**config.mk**
```make
export PLATFORM = sky130hd
export DESIGN_NAME = fleet_step_ctrl_flat
export DESIGN_NICKNAME = d
export VERILOG_FILES = /design/src/rtl/fleet_step_ctrl_pkg.sv /design/src/rtl/fleet_step_ctrl_if.sv /design/src/rtl/fleet_step_ctrl_step_timer.sv /design/src/rtl/fleet_step_ctrl.sv /design/src/flat_wrapper.sv
export SDC_FILE = /design/constraint.sdc
export NUM_CORES = 1
export LEC_CHECK = 0
export ABC_AREA = 1
export ABC_CLOCK_PERIOD_IN_PS = 3040
export CORE_MARGIN = 2
export CORE_UTILIZATION = 30
export CTS_CLUSTER_DIAMETER = 50
export CTS_CLUSTER_SIZE = 25
export DETAILED_ROUTE_END_ITERATION = 10
export GPL_TIMING_DRIVEN = 0
export PLACE_DENSITY = 0.49
export SLEW_MARGIN = 20
export SYNTH_ARGS = -nofsm -noshare
export SYNTH_HDL_FRONTEND = slang
export SYNTH_SLANG_ARGS = --single-unit
```
**constraint.sdc**
```tcl
create_clock -name clk -period 3.04 [get_ports clk]
set_input_delay 0.608 -clock clk [delete_from_list [all_inputs] [get_ports clk]]
set_output_delay 0.608 -clock clk [all_outputs]
set_load 0.01 [all_outputs]
```
**src/rtl/fleet_step_ctrl_pkg.sv**
```systemverilog
// ---------------------------------------------------------------------------
// fleet_pkg: shared types and default playfield limits for the fleet stepper
// Rev 1.0
// ---------------------------------------------------------------------------
`default_nettype none

package fleet_pkg;
  localparam int FX_W  = 8;
  localparam int FY_W  = 7;
  localparam int TPS_W = 8;

  localparam int X_MIN_DEF  = 0;
  localparam int X_MAX_DEF  = 120;
  localparam int X_STEP_DEF = 2;
  localparam int Y_STEP_DEF = 4;
  localparam int Y_MAX_DEF  = 100;
  localparam int X_INIT_DEF = 0;
  localparam int Y_INIT_DEF = 8;

  typedef enum logic [1:0] {
    COUNT = 2'd0,
    REQ   = 2'd1,
    DONE  = 2'd2
  } state_t;
endpackage

`default_nettype wire

```
**src/rtl/fleet_step_ctrl_if.sv**
```systemverilog
// ---------------------------------------------------------------------------
// fleet_step_ctrl_if: move handshake and fleet anchor towards the draw FSM
// Rev 1.0
// ---------------------------------------------------------------------------
`default_nettype none

interface fleet_step_ctrl_if;
  import fleet_pkg::*;

  logic            step_req;
  logic            step_ack;
  logic [FX_W-1:0] fleet_x;
  logic [FY_W-1:0] fleet_y;
  logic            dir_right;
  logic            edge_hit;

  modport master (
    output step_req, fleet_x, fleet_y, dir_right, edge_hit,
    input  step_ack
  );

  modport slave (
    input  step_req, fleet_x, fleet_y, dir_right, edge_hit,
    output step_ack
  );
endinterface

`default_nettype wire

```
**src/rtl/fleet_step_ctrl_step_timer.sv**
```systemverilog
// ---------------------------------------------------------------------------
// step_timer: counts qualified frame ticks and pulses due at terminal count
// Rev 1.0
// ---------------------------------------------------------------------------
`default_nettype none

module step_timer
  import fleet_pkg::*;
(
  input  wire logic             clk,
  input  wire logic             reset_n,
  input  wire logic             tick,
  input  wire logic             enable,
  input  wire logic             hold,
  input  wire logic [TPS_W-1:0] ticks_per_step,
  output logic                  due
);

  logic [TPS_W-1:0] tick_cnt;
  logic [TPS_W:0]   cnt_inc;
  logic [TPS_W:0]   limit;
  logic             qual;

  // A programmed value of 0 behaves as 1 so the fleet never stalls.
  assign limit   = (ticks_per_step == '0) ? {{TPS_W{1'b0}}, 1'b1} : {1'b0, ticks_per_step};
  assign cnt_inc = {1'b0, tick_cnt} + {{TPS_W{1'b0}}, 1'b1};
  assign qual    = tick & enable & ~hold;
  assign due     = qual & (cnt_inc >= limit);

  always_ff @(posedge clk) begin
    if (!reset_n)  tick_cnt <= '0;
    else if (due)  tick_cnt <= '0;
    else if (qual) tick_cnt <= cnt_inc[TPS_W-1:0];
  end

endmodule

`default_nettype wire

```
**src/rtl/fleet_step_ctrl.sv**
```systemverilog
// ---------------------------------------------------------------------------
// fleet_step_ctrl: paces alien-fleet moves and owns anchor position/direction
// Rev 1.0
// ---------------------------------------------------------------------------
`default_nettype none

module fleet_step_ctrl
  import fleet_pkg::*;
#(
  parameter int X_MIN  = X_MIN_DEF,
  parameter int X_MAX  = X_MAX_DEF,
  parameter int X_STEP = X_STEP_DEF,
  parameter int Y_STEP = Y_STEP_DEF,
  parameter int Y_MAX  = Y_MAX_DEF,
  parameter int X_INIT = X_INIT_DEF,
  parameter int Y_INIT = Y_INIT_DEF
) (
  input  wire logic             clk,
  input  wire logic             reset_n,
  input  wire logic             tick,
  input  wire logic             enable,
  input  wire logic [TPS_W-1:0] ticks_per_step,
  fleet_step_ctrl_if.master     bus,
  output logic                  landed,
  output logic                  overrun
);

  localparam logic [8:0] X_MAX9  = 9'(X_MAX);
  localparam logic [8:0] X_LO9   = 9'(X_MIN + X_STEP);
  localparam logic [8:0] X_STEP9 = 9'(X_STEP);
  localparam logic [8:0] Y_STEP9 = 9'(Y_STEP);
  localparam logic [8:0] Y_MAX9  = 9'(Y_MAX);

  state_t          state, state_next;
  logic            due, commit, descend;
  logic [FX_W-1:0] x_r, x_left, x_new;
  logic [FY_W-1:0] y_r, y_desc, y_new;
  logic [8:0]      x_right, y_sum;
  logic            dir_r, edge_r, ovr_r;

  step_timer u_timer (
    .clk            (clk),
    .reset_n        (reset_n),
    .tick           (tick),
    .enable         (enable),
    .hold           (state != COUNT),
    .ticks_per_step (ticks_per_step),
    .due            (due)
  );

  // Edge tests run in 9 bits so x near 0 or 255 cannot wrap into range.
  assign x_right = {1'b0, x_r} + X_STEP9;
  assign x_left  = x_r - FX_W'(X_STEP);
  assign descend = dir_r ? (x_right > X_MAX9) : ({1'b0, x_r} < X_LO9);
  assign y_sum   = {2'b00, y_r} + Y_STEP9;
  assign y_desc  = (y_sum > 9'd127) ? 7'd127 : y_sum[FY_W-1:0];
  assign x_new   = descend ? x_r : (dir_r ? x_right[FX_W-1:0] : x_left);
  assign y_new   = descend ? y_desc : y_r;
  assign commit  = (state == REQ) & bus.step_ack;

  always_ff @(posedge clk) begin
    if (!reset_n) state <= COUNT;
    else          state <= state_next;
  end

  always_comb begin
    state_next = state;
    case (state)
      COUNT:   if (due) state_next = REQ;
      REQ:     if (commit) state_next = ({2'b00, y_new} >= Y_MAX9) ? DONE : COUNT;
      DONE:    state_next = DONE;
      default: state_next = COUNT;
    endcase
  end

  always_comb begin
    bus.step_req = (state == REQ);
    landed       = (state == DONE);
  end

  always_ff @(posedge clk) begin
    if (!reset_n) begin
      x_r    <= FX_W'(X_INIT);
      y_r    <= FY_W'(Y_INIT);
      dir_r  <= 1'b1;
      edge_r <= 1'b0;
      ovr_r  <= 1'b0;
    end else begin
      edge_r <= commit & descend;
      if ((state == REQ) && tick) ovr_r <= 1'b1;
      if (commit) begin
        x_r <= x_new;
        y_r <= y_new;
        if (descend) dir_r <= ~dir_r;
      end
    end
  end

  assign bus.fleet_x   = x_r;
  assign bus.fleet_y   = y_r;
  assign bus.dir_right = dir_r;
  assign bus.edge_hit  = edge_r;
  assign overrun       = ovr_r;

endmodule

`default_nettype wire

```
**src/flat_wrapper.sv**
```systemverilog
// flat-port wrapper written by rule: the top's interface ports become plain ports
module fleet_step_ctrl_flat import fleet_pkg::*;
#(
  parameter int X_MIN  = X_MIN_DEF,
  parameter int X_MAX  = X_MAX_DEF,
  parameter int X_STEP = X_STEP_DEF,
  parameter int Y_STEP = Y_STEP_DEF,
  parameter int Y_MAX  = Y_MAX_DEF,
  parameter int X_INIT = X_INIT_DEF,
  parameter int Y_INIT = Y_INIT_DEF
)
  (clk, reset_n, tick, enable, ticks_per_step, landed, overrun, bus_step_req, bus_fleet_x, bus_fleet_y, bus_dir_right, bus_edge_hit, bus_step_ack);
  fleet_step_ctrl_if bus_i ();
  input  wire logic clk;
  input  wire logic reset_n;
  input  wire logic tick;
  input  wire logic enable;
  input  wire logic [TPS_W-1:0] ticks_per_step;
  output logic landed;
  output logic overrun;
  output wire logic [$bits(bus_i.step_req)-1:0] bus_step_req;
  output wire logic [$bits(bus_i.fleet_x)-1:0] bus_fleet_x;
  output wire logic [$bits(bus_i.fleet_y)-1:0] bus_fleet_y;
  output wire logic [$bits(bus_i.dir_right)-1:0] bus_dir_right;
  output wire logic [$bits(bus_i.edge_hit)-1:0] bus_edge_hit;
  input wire logic [$bits(bus_i.step_ack)-1:0] bus_step_ack;
  assign bus_step_req = bus_i.step_req;
  assign bus_fleet_x = bus_i.fleet_x;
  assign bus_fleet_y = bus_i.fleet_y;
  assign bus_dir_right = bus_i.dir_right;
  assign bus_edge_hit = bus_i.edge_hit;
  assign bus_i.step_ack = bus_step_ack;
  fleet_step_ctrl #(.X_MIN(X_MIN), .X_MAX(X_MAX), .X_STEP(X_STEP), .Y_STEP(Y_STEP), .Y_MAX(Y_MAX), .X_INIT(X_INIT), .Y_INIT(Y_INIT)) u_core (.clk(clk), .reset_n(reset_n), .tick(tick), .enable(enable), .ticks_per_step(ticks_per_step), .bus(bus_i), .landed(landed), .overrun(overrun));
endmodule
```
==> impl_metrics.env, run 1 <==
export IMPL_die_w_um=84.07
export IMPL_hpwl_um=3485
export IMPL_max_cap_violations=0
export IMPL_cts_buffers=3
export IMPL_coreArea_um2=6277
export IMPL_slew_viol_final=0
export IMPL_clockBufferDepth=2
export IMPL_grt_pass1_vias=1742
export IMPL_fin_crit_ns=2.516
export IMPL_cts_tree="yes"
export IMPL_fin_util_pct=37.69
export IMPL_insertion_delay_ns=0.27
export IMPL_drt_iter0_drc=33
export IMPL_rows=29
export IMPL_power_density_nw_per_um2=280.5
export IMPL_reg2reg_slack_ns=0.52
export IMPL_die_area_um2=7067
export IMPL_synth_area_um2=1923
export IMPL_gp_congestion=0.7672
export IMPL_p_leak_uw=0.001021
export IMPL_ios=33
export IMPL_crit_path_max_fanout=8
export IMPL_avgSynthCellArea_um2=6.541
export IMPL_yosys_warnings=0
export IMPL_num_vias=1841
export IMPL_fill_cells=689
export IMPL_start_util_pct=30.64
export IMPL_h_tree_depth=1
export IMPL_grt_use_total_pct=13.17
export IMPL_final_nets=355
export IMPL_worstPathRequired_ns=3.25
export IMPL_ctsResizeCount=0
export IMPL_cts_setup_buffers=0
export IMPL_fin_worst_skew_ns=0.002433
export IMPL_yosys_area_top_type="dfxtp_1"
export IMPL_drt_total_wl_um=4518
export IMPL_detail_route_antenna_nets=0
export IMPL_cts_hold_buf=0
export IMPL_synth_top_area_share_pct=28.11
export IMPL_min_path_type="flip-flop to flip-flop"
export IMPL_synth_fp_nets=320
export IMPL_hold_viol=0
export IMPL_worst_setup_path_end_kind="flip-flop"
export IMPL_finalSetupViolCount=0
export IMPL_yosys_top_cells_area="dfxtp_1 (28%), nand2_1 (14%), ha_1 (8.5%)"
export IMPL_grt_antenna_before_repair=0
export IMPL_clkSinkCount=27
export IMPL_grt_pass1_wl_um=7817
export IMPL_cp_start_kind="flip-flop"
export IMPL_mostFrequentLayoutCell="nand2_1"
export IMPL_peakVddDrop_mv=0.1410
export IMPL_tns_ns=0
export IMPL_status="finished, final reports clean"
export IMPL_grt_max_degree=16
export IMPL_rsz0062_at_grt="false"
export IMPL_grt_overflow=0
export IMPL_placed_area_um2=2320
export IMPL_drc_errors=0
export IMPL_num_antenna_cells=0
export IMPL_critPathArrivalTime_ns=2.72
export IMPL_fmax_ghz=0.3975
export IMPL_syn_to_final_growth_pct=23.03
export IMPL_firstDrtPassIters=4
export IMPL_synth_cells=294
export IMPL_yosysSeqAreaShare_pct=28.11
export IMPL_fp_dieH_um=84.07
export IMPL_wl_per_cell_um=11.16
export IMPL_cts_clk_slew_worst_paths_ns=0.10
export IMPL_ys_types=34
export IMPL_hold_slack_ns=0.4820
export IMPL_drive_gt1_share_pct=6.707
export IMPL_synth_seq_cells=27
export IMPL_cts_root_buffer="clkbuf_8"
export IMPL_min_period_over_period_pct=82.75
export IMPL_io_buffers=30
export IMPL_via_per_inst=4.546
export IMPL_crit_type="flip-flop to flip-flop"
export IMPL_design_area_um2=2366
export IMPL_mostFrequentLayoutCells="nand2_1 (74), inv_1 (43), clkdlybuf4s50_1 (30), nor2_1 (27), dfxtp_1 (27)"
path summary, 6_finish.rpt:
path / to / start / cells after the start
max reg2reg: u_core.u_timer.tick_cnt[1] / u_core.u_timer.tick_cnt[0] / 13
max: u_core.u_timer.tick_cnt[1] / u_core.u_timer.tick_cnt[0] / 13
min reg2reg: u_core.overrun / u_core.overrun / 2
min: u_core.overrun / u_core.overrun / 2
per-layer routing:
metal,track usage [%],routed length [um],up-vias
met3,1.484,123,2
met4,3.079,23,0
met1,17.84,2291,809
met5,0,0,-
met2,22.29,2079,23
li1,-,-,1007
power breakdown:
group | switching [uW] | internal (uW) | leakage (uW)
logic | 47.0 | 40.8 | 0.000777
registers | 5.42 | 360 | 0.000218
clock network | 119 | 91.9 | 0.0000255
total | 171 | 493 | 0.00102
final cells by class:
class	count	area (um2)	share of cell area, %
Multi-Input combinational cell	215	1164	49.18
Tap cell	77	96.34	4.072
Clock buffer	3	41.29	1.745
Timing Repair Buffer	30	300.3	12.69
Inverter	45	168.9	7.139
Clock inverter	1	5.005	0.2115
Sequential cell	27	540.5	22.85
Buffer	7	50.05	2.115
worst max-delay path, cell delays in order (launching register included):
cell	delay, ns
dfxtp_1	0.42
ha_1	0.20
nand2_1	0.07
nor2_2	0.18
nand2_1	0.09
xor2_1	0.23
ha_1	0.32
a21oi_1	0.16
o21ai_0	0.11
nor2_1	0.11
nand3_1	0.07
nand2_1	0.13
nand2_1	0.20
a21oi_1	0.16
through the flow:
stage | total power [uW] | setup slack (ns) | std cells
after global placement | 461.7 | 0.5001 | 401
after detailed placement | 461.9 | 0.4412 | 401
after CTS | 676.5 | 0.4656 | 405
after global routing | 703.8 | 0.1617 | 405
final | 663.7 | 0.5243 | 405
after floorplan | 429.3 | 0.9531 | 294
cell usage after synthesis, drive strengths merged:
library cell,count
a21oi,26
nor4,1
conb,1
o211ai,2
inv,45
nor2,30
a31oi,1
nand3b,1
xor2,7
nor3b,1
or2,1
and3,1
dfxtp,27
nor3,3
ha,13
o21a,1
a41o,1
xnor2,3
nand3,22
clkbuf,3
buf,4
nand4,4
nand2,77
o21ai,19
cell families after synthesis:
family / share of synthesized area [%]
and+or+nand+nor: 33.18
buffers and inverters: 11.39
AOI/OAI and AO/OA: 14.12
DFF: 28.11
adders and majority gates: 8.458
xor gates and xnor gates: 4.555
other: 0.1950
registers in the layout, indices dropped and copies added, names as in the netlist:
register,count
u_core.u_timer.tick_cnt,8
u_core.bus.fleet_x,7
u_core.bus.fleet_y,7
u_core.state,2
u_core.bus.dir_right,1
u_core.bus.edge_hit,1
u_core.overrun,1
(Power assumes the default switching activity.)
==> inputs of run 2 (changes only) <==
--- a/config.mk
+++ b/config.mk
@@ -6,14 +6,14 @@
 export NUM_CORES = 1
 export LEC_CHECK = 0
 export ABC_AREA = 1
-export ABC_CLOCK_PERIOD_IN_PS = 3040
+export ABC_CLOCK_PERIOD_IN_PS = 2170
 export CORE_MARGIN = 2
 export CORE_UTILIZATION = 30
 export CTS_CLUSTER_DIAMETER = 50
 export CTS_CLUSTER_SIZE = 25
 export DETAILED_ROUTE_END_ITERATION = 10
 export GPL_TIMING_DRIVEN = 0
-export PLACE_DENSITY = 0.49
+export PLACE_DENSITY = 0.51
 export SLEW_MARGIN = 20
 export SYNTH_ARGS = -nofsm -noshare
 export SYNTH_HDL_FRONTEND = slang
==> constraint.sdc (replaced) <==
create_clock -name clk -period 2.17 [get_ports clk]
set_input_delay 0.434 -clock clk [delete_from_list [all_inputs] [get_ports clk]]
set_output_delay 0.434 -clock clk [all_outputs]
set_load 0.01 [all_outputs]
==> run 2 against run 1 <==
Hold slack got worse by 0.090 ns. Count of clock-buffer cells in the layout did not move. Highest routed layer unchanged. Sequential share of layout area shrank 1.5 points. Largest power group unchanged. Flip-flop and latch count is the same. Combinational power up 72%. Cell count is 1.5% higher. Global-route usage grew 0.26 points. Non-clock buffer count is 6 higher. Wire length grew 1.7%. Die area unchanged.
==> impl_metrics.env, run 2 (synthesis results as in run 1) <==
export IMPL_critPathArrivalTime_ns=2.24
export IMPL_hpwl_um=3419
export IMPL_multi_input_area_um2=1329
export IMPL_peakVddDrop_mv=0.1715
export IMPL_grt_overflow=0
export IMPL_intPower_uw=703.8
export IMPL_largest_reg_flops=8
export IMPL_drc_errors=0
export IMPL_grt_pass1_vias=1787
export IMPL_ios=33
export IMPL_insertion_delay_ns=0.28
export IMPL_wl_per_cell_um=11.18
export IMPL_slowest_delay_ns=0.37
export IMPL_cp_start_kind="flip-flop"
export IMPL_grt_max_degree=17
export IMPL_pwr_share_comb_pct=15.6
export IMPL_place_inst=401
export IMPL_mostFrequentLayoutCells="nand2_1 (70), inv_1 (43), clkdlybuf4s50_1 (30), nor2_1 (26), dfxtp_1 (22)"
export IMPL_min_period_over_period_pct=94.82
export IMPL_num_vias=1887
export IMPL_h_tree_depth=1
export IMPL_crit_path_max_fanout=3
export IMPL_final_nets=361
export IMPL_grt_pass1_wl_um=7948
export IMPL_cp_slowest_cell="dfxtp_4"
export IMPL_design_area_um2=2590
export IMPL_io_buffers=30
export IMPL_fin_crit_ns=2.058
export IMPL_die_w_um=84.07
export IMPL_clockBufferDepth=2
export IMPL_drive_gt1_share_pct=15.87
export IMPL_ff_latch_area_um2=551.8
export IMPL_largest_register="u_core.u_timer.tick_cnt"
export IMPL_cts_tree="yes"
export IMPL_die_area_um2=7067
export IMPL_instances_no_fill=411
export IMPL_switching_share_pct=27.27
export IMPL_coreArea_um2=6277
export IMPL_clkSinkCount=27
export IMPL_cts_clk_slew_worst_paths_ns=0.10
export IMPL_p_leak_uw=0.001107
export IMPL_max_cap_violations=0
export IMPL_worstPathRequired_ns=2.36
export IMPL_placed_area_um2=2320
export IMPL_gp_congestion=0.7703
export IMPL_p_seq_share_pct=52.7
export IMPL_cts_buffers=3
export IMPL_drt_iter0_drc=62
export IMPL_crit_type="flip-flop to flip-flop"
export IMPL_via_per_inst=4.591
export IMPL_fmax_ghz=0.4860
export IMPL_start_util_pct=30.64
export IMPL_tightest_slew_ns=0.5663
export IMPL_fill_cells=653
export IMPL_num_antenna_cells=0
export IMPL_clockPowerShare_pct=31.7
export IMPL_fin_util_pct=41.26
export IMPL_mostFrequentLayoutCell="nand2_1"
export IMPL_detail_route_antenna_nets=0
export IMPL_syn_to_final_growth_pct=34.68
export IMPL_grt_antenna_before_repair=0
export IMPL_drt_total_wl_um=4596
export IMPL_status="finished, final reports clean"
export IMPL_total_power_uw=967.8
export IMPL_p_switching_uw=263.9
export IMPL_firstDrtPassIters=4
export IMPL_hold_viol=0
export IMPL_min_path_type="primary input to flip-flop"
export IMPL_slew_limit_headroom_pct=62.25
export IMPL_rows=29
export IMPL_slew_viol_final=0
export IMPL_cp_cell_sequence="ha_4, nand2_4, nor2_4, xor2_2, ha_4, a21oi_2, o21a_1, nor2_1, nor2_1, nand3_2, nand2_4, nand2_1, nand2_1, a21oi_2"
export IMPL_fin_worst_skew_ns=0.002014
export IMPL_finalSetupViolCount=0
export IMPL_cts_root_buffer="clkbuf_8"
export IMPL_fp_dieH_um=84.07
export IMPL_worst_setup_path_end_kind="flip-flop"
export IMPL_power_density_nw_per_um2=373.7
export IMPL_grt_use_total_pct=13.42
run 2: cell types whose count changed in the layout (fill, tap and decap cells not counted), moves of 3 or more:
cell     delta
xor2_1      -3
dfxtp_2     +3
buf_4       +6
ha_1        -4
dfxtp_1     -5
a21oi_1     -6
a21oi_2     +6
ha_4        +3
nand2_1     -4
nand2_4     +3
run 2: path summary, 6_finish.rpt:
| kind | startpoint | end | slack, ns | cells past startpoint |
|---|---|---|---|---|
| max | u_core.u_timer.tick_cnt[1] | u_core.state[1] | 0.11 | 14 |
| min | reset_n | u_core.bus.dir_right | 0.39 | 2 |
| max reg2reg | u_core.u_timer.tick_cnt[1] | u_core.state[1] | 0.11 | 14 |
| min reg2reg | u_core.bus.fleet_y[1] | u_core.bus.fleet_y[1] | 0.48 | 2 |
run 2: metal layers:
layer  wire length, um  track usage (%)
met1              2181            18.08
met2              2215            22.58
met5                 0                0
met3               163            1.978
met4                36            3.079
run 2: cell type report:
class                           count  area share (%)
Clock buffer                        3           1.594
Clock inverter                      1          0.2899
Tap cell                           77           3.720
Sequential cell                    27           21.30
Multi-Input combinational cell    215           51.30
Timing Repair Buffer               36           13.33
Inverter                           45           6.522
Buffer                              7           1.932
run 2: power by group through the flow:
| stage | registers, uW | logic (uW) | clock network, uW |
|---|---|---|---|
| after floorplan | 522 | 79.5 | 0 |
| after global placement | 523 | 123 | 0 |
| after detailed placement | 523 | 124 | 0 |
| after CTS | 512 | 136 | 318 |
| after global routing | 511 | 170 | 333 |
| final | 510 | 151 | 307 |
run 2: worst max-delay path, delay by kind of cell, from the launching register on:
family / cells / cell delay, ns
simple gates: 8 / 0.72
flops: 1 / 0.37
fa+ha+maj: 2 / 0.38
xor+xnor: 1 / 0.22
compound gates: 3 / 0.27
run 2: timing repair:
action / CTS / global route
pin swaps: 7 / 17
endpoints found under the hold margin: 0 / 0
hold buffers: 0 / 0
gates resized for setup: 14 / 24
endpoints found under the setup margin: 10 / 13
buffers inserted: 3 / 3
run 2: metrics by stage:
| step | TNS, ns | hold slack, ns | setup WS [ns] |
|---|---|---|---|
| 2_1_floorplan | 0 | 0.4583 | 0.08306 |
| 3_3_place_gp | -2.930 | 0.4598 | -0.3506 |
| 3_5_place_dp | -2.524 | 0.4687 | -0.3115 |
| 4_1_cts | 0 | 0.3845 | 0.0009106 |
| 5_1_grt | -0.006475 | 0.4024 | -0.003713 |
| 6_report | 0 | 0.3920 | 0.1125 |
==> inputs of run 3 (changes only) <==
--- a/config.mk
+++ b/config.mk
@@ -7,6 +7,7 @@
 export LEC_CHECK = 0
 export ABC_AREA = 1
 export ABC_CLOCK_PERIOD_IN_PS = 2170
+export CORE_ASPECT_RATIO = 1.2
 export CORE_MARGIN = 2
 export CORE_UTILIZATION = 30
 export CTS_CLUSTER_DIAMETER = 50
==> run 3 against run 2 <==
Count of clock-buffer cells in the layout stayed put. Design area rose by 0.58%. Sequential share of layout area down 0.41 points. Clock power down 3%. Sequential power barely moved. Non-clock buffer count stayed put. Fmax rose by 0.57%. Highest routed layer unchanged.
==> impl_metrics.env, run 3 (synthesis results as in run 1) <==
export IMPL_status="finished, final reports clean"
export IMPL_path_buf_inv=0
export IMPL_min_path_type="primary input to flip-flop"
export IMPL_fin_worst_skew_ns=0.009768
export IMPL_critPathArrivalTime_ns=2.26
export IMPL_firstDrtPassIters=4
export IMPL_cts_clk_slew_worst_paths_ns=0.10
export IMPL_largest_reg_flops=8
export IMPL_power_density_nw_per_um2=371.7
export IMPL_clkSinkCount=27
export IMPL_fin_util_pct=42.51
export IMPL_hold_slack_ns=0.4019
export IMPL_finalSetupViolCount=0
export IMPL_grt_antenna_before_repair=0
export IMPL_h_tree_depth=1
export IMPL_die_area_um2=7070
export IMPL_crit_type="flip-flop to flip-flop"
export IMPL_setup_ws_ns=0.1240
export IMPL_fill_cells=671
export IMPL_multi_input_area_um2=1345
export IMPL_wl_per_cell_um=11.19
export IMPL_final_nets=361
export IMPL_rows=31
export IMPL_fmax_ghz=0.4888
export IMPL_worstPathRequired_ns=2.38
export IMPL_slew_limit_headroom_pct=59.77
export IMPL_grt_pass1_wl_um=8079
export IMPL_drt_total_wl_um=4654
export IMPL_syn_to_final_growth_pct=35.46
export IMPL_mostFrequentLayoutCell="nand2_1"
export IMPL_crit_path_max_fanout=8
export IMPL_cts_hold_buf=0
export IMPL_fp_dieH_um=91.71
export IMPL_largest_register="u_core.u_timer.tick_cnt"
export IMPL_mostFrequentLayoutCells="nand2_1 (69), inv_1 (43), clkdlybuf4s50_1 (30), nor2_1 (24), dfxtp_1 (24)"
export IMPL_io_buffers=30
export IMPL_cpLargestDelayFamily="simple AND/OR/NAND/NOR gates"
export IMPL_tightest_slew_ns=0.6035
export IMPL_fin_crit_ns=2.046
export IMPL_cp_start_kind="flip-flop"
export IMPL_worst_setup_path_end_kind="flip-flop"
export IMPL_hold_viol=0
export IMPL_grt_pass1_vias=1723
export IMPL_total_power_uw=968.2
export IMPL_gp_congestion=0.7762
export IMPL_cts_buffers=3
export IMPL_insertion_delay_ns=0.28
export IMPL_cp_cell_sequence="ha_4, nand2_4, nor2_4, xor2_2, ha_1, a21oi_1, o21a_1, nor2_1, nor2_1, nand3_2, nand2_4, nand2_8, a21oi_4"
export IMPL_clockBufferDepth=2
export IMPL_coreArea_um2=6128
export IMPL_start_util_pct=31.38
export IMPL_cts_tree="yes"
export IMPL_ios=33
export IMPL_grt_overflow=0
export IMPL_slew_viol_final=0
export IMPL_slowest_delay_ns=0.37
export IMPL_ff_latch_area_um2=544.3
export IMPL_post_place_ws_ns=-0.3730
export IMPL_grt_max_degree=17
export IMPL_drt_iter0_drc=53
export IMPL_hpwl_um=3433
export IMPL_max_cap_violations=0
export IMPL_p_leak_uw=0.001093
export IMPL_cts_root_buffer="clkbuf_8"
export IMPL_drc_errors=0
export IMPL_die_w_um=77.09
export IMPL_num_antenna_cells=0
export IMPL_cp_slowest_cell="dfxtp_2"
export IMPL_detail_route_antenna_nets=0
export IMPL_rsz0062_at_grt="true"
export IMPL_num_vias=1860
export IMPL_via_per_inst=4.471
export IMPL_grt_use_total_pct=13.70
export IMPL_peakVddDrop_mv=0.1788
export IMPL_drive_gt1_share_pct=16.17
export IMPL_min_period_over_period_pct=94.29
==> run 3: cell counts in the layout (fill, tap and decap cells not counted) <==
No cell type changed its count.
==> run 3: layout make-up <==
class                   count  share of cell area (%)
plain buffers               7                   1.921
inverters                  45                   6.484
repair buffers             36                   13.26
clock inverters             1                  0.2882
well taps                  82                   3.939
flip-flops and latches     27                   20.89
multi-input cells         215                   51.63
clock buffers               3                   1.585
==> run 3: report_power, final <==
group,switching [uW],total [uW],leakage (uW),internal [uW]
Clock,167,298,0.0000217,130
Sequential,7.74,512,0.000220,505
Combinational,84.5,158,0.000852,73.6
Total,260,968,0.00109,709
==> run 3: per-layer routing <==
metal  share of wire [%]  track usage, %  vias to the layer above  routed length, um
li1                    -               -                     1015                  -
met1                  48           17.81                      813               2218
met2                  48           23.61                       30               2256
met3                 3.1           1.772                        2                146
met4                0.71           4.018                        0                 33
met5                   0               0                        -                  0
==> run 3: worst reg2reg max path, cell delays in order, from the launching register on <==
cell,delay (ns)
dfxtp_2,0.37
ha_4,0.16
nand2_4,0.05
nor2_4,0.13
xor2_2,0.17
ha_1,0.28
a21oi_1,0.14
o21a_1,0.14
nor2_1,0.04
nor2_1,0.11
nand3_2,0.10
nand2_4,0.11
nand2_8,0.09
a21oi_4,0.10
==> run 3: worst paths after layout <==
check | from | endpoint | slack, ns | cells after the start
setup / recovery | u_core.u_timer.tick_cnt[1] | u_core.u_timer.tick_cnt[4] | 0.12 | 13
hold / removal | reset_n | u_core.bus.dir_right | 0.40 | 2
setup reg to reg | u_core.u_timer.tick_cnt[1] | u_core.u_timer.tick_cnt[4] | 0.12 | 13
hold reg to reg | u_core.overrun | u_core.overrun | 0.46 | 2
==> run 3: through the flow <==
step | cell area [um2] | setup TNS [ns] | instances
2_1_floorplan | 1923 | 0 | 294
3_3_place_gp | 2326 | -2.998 | 406
3_5_place_dp | 2326 | -3.020 | 406
4_1_cts | 2475 | 0 | 415
5_1_grt | 2605 | -0.2395 | 416
6_report | 2605 | 0 | 416
==> run 3: repair_timing <==
action | 4_1_cts | 5_1_grt
endpoints found under the setup margin | 10 | 10
buffers inserted | 5 | 1
resized for setup | 16 | 21
pin swaps | 6 | 19
hold endpoints to repair | 0 | 0
gates cloned | 0 | 0
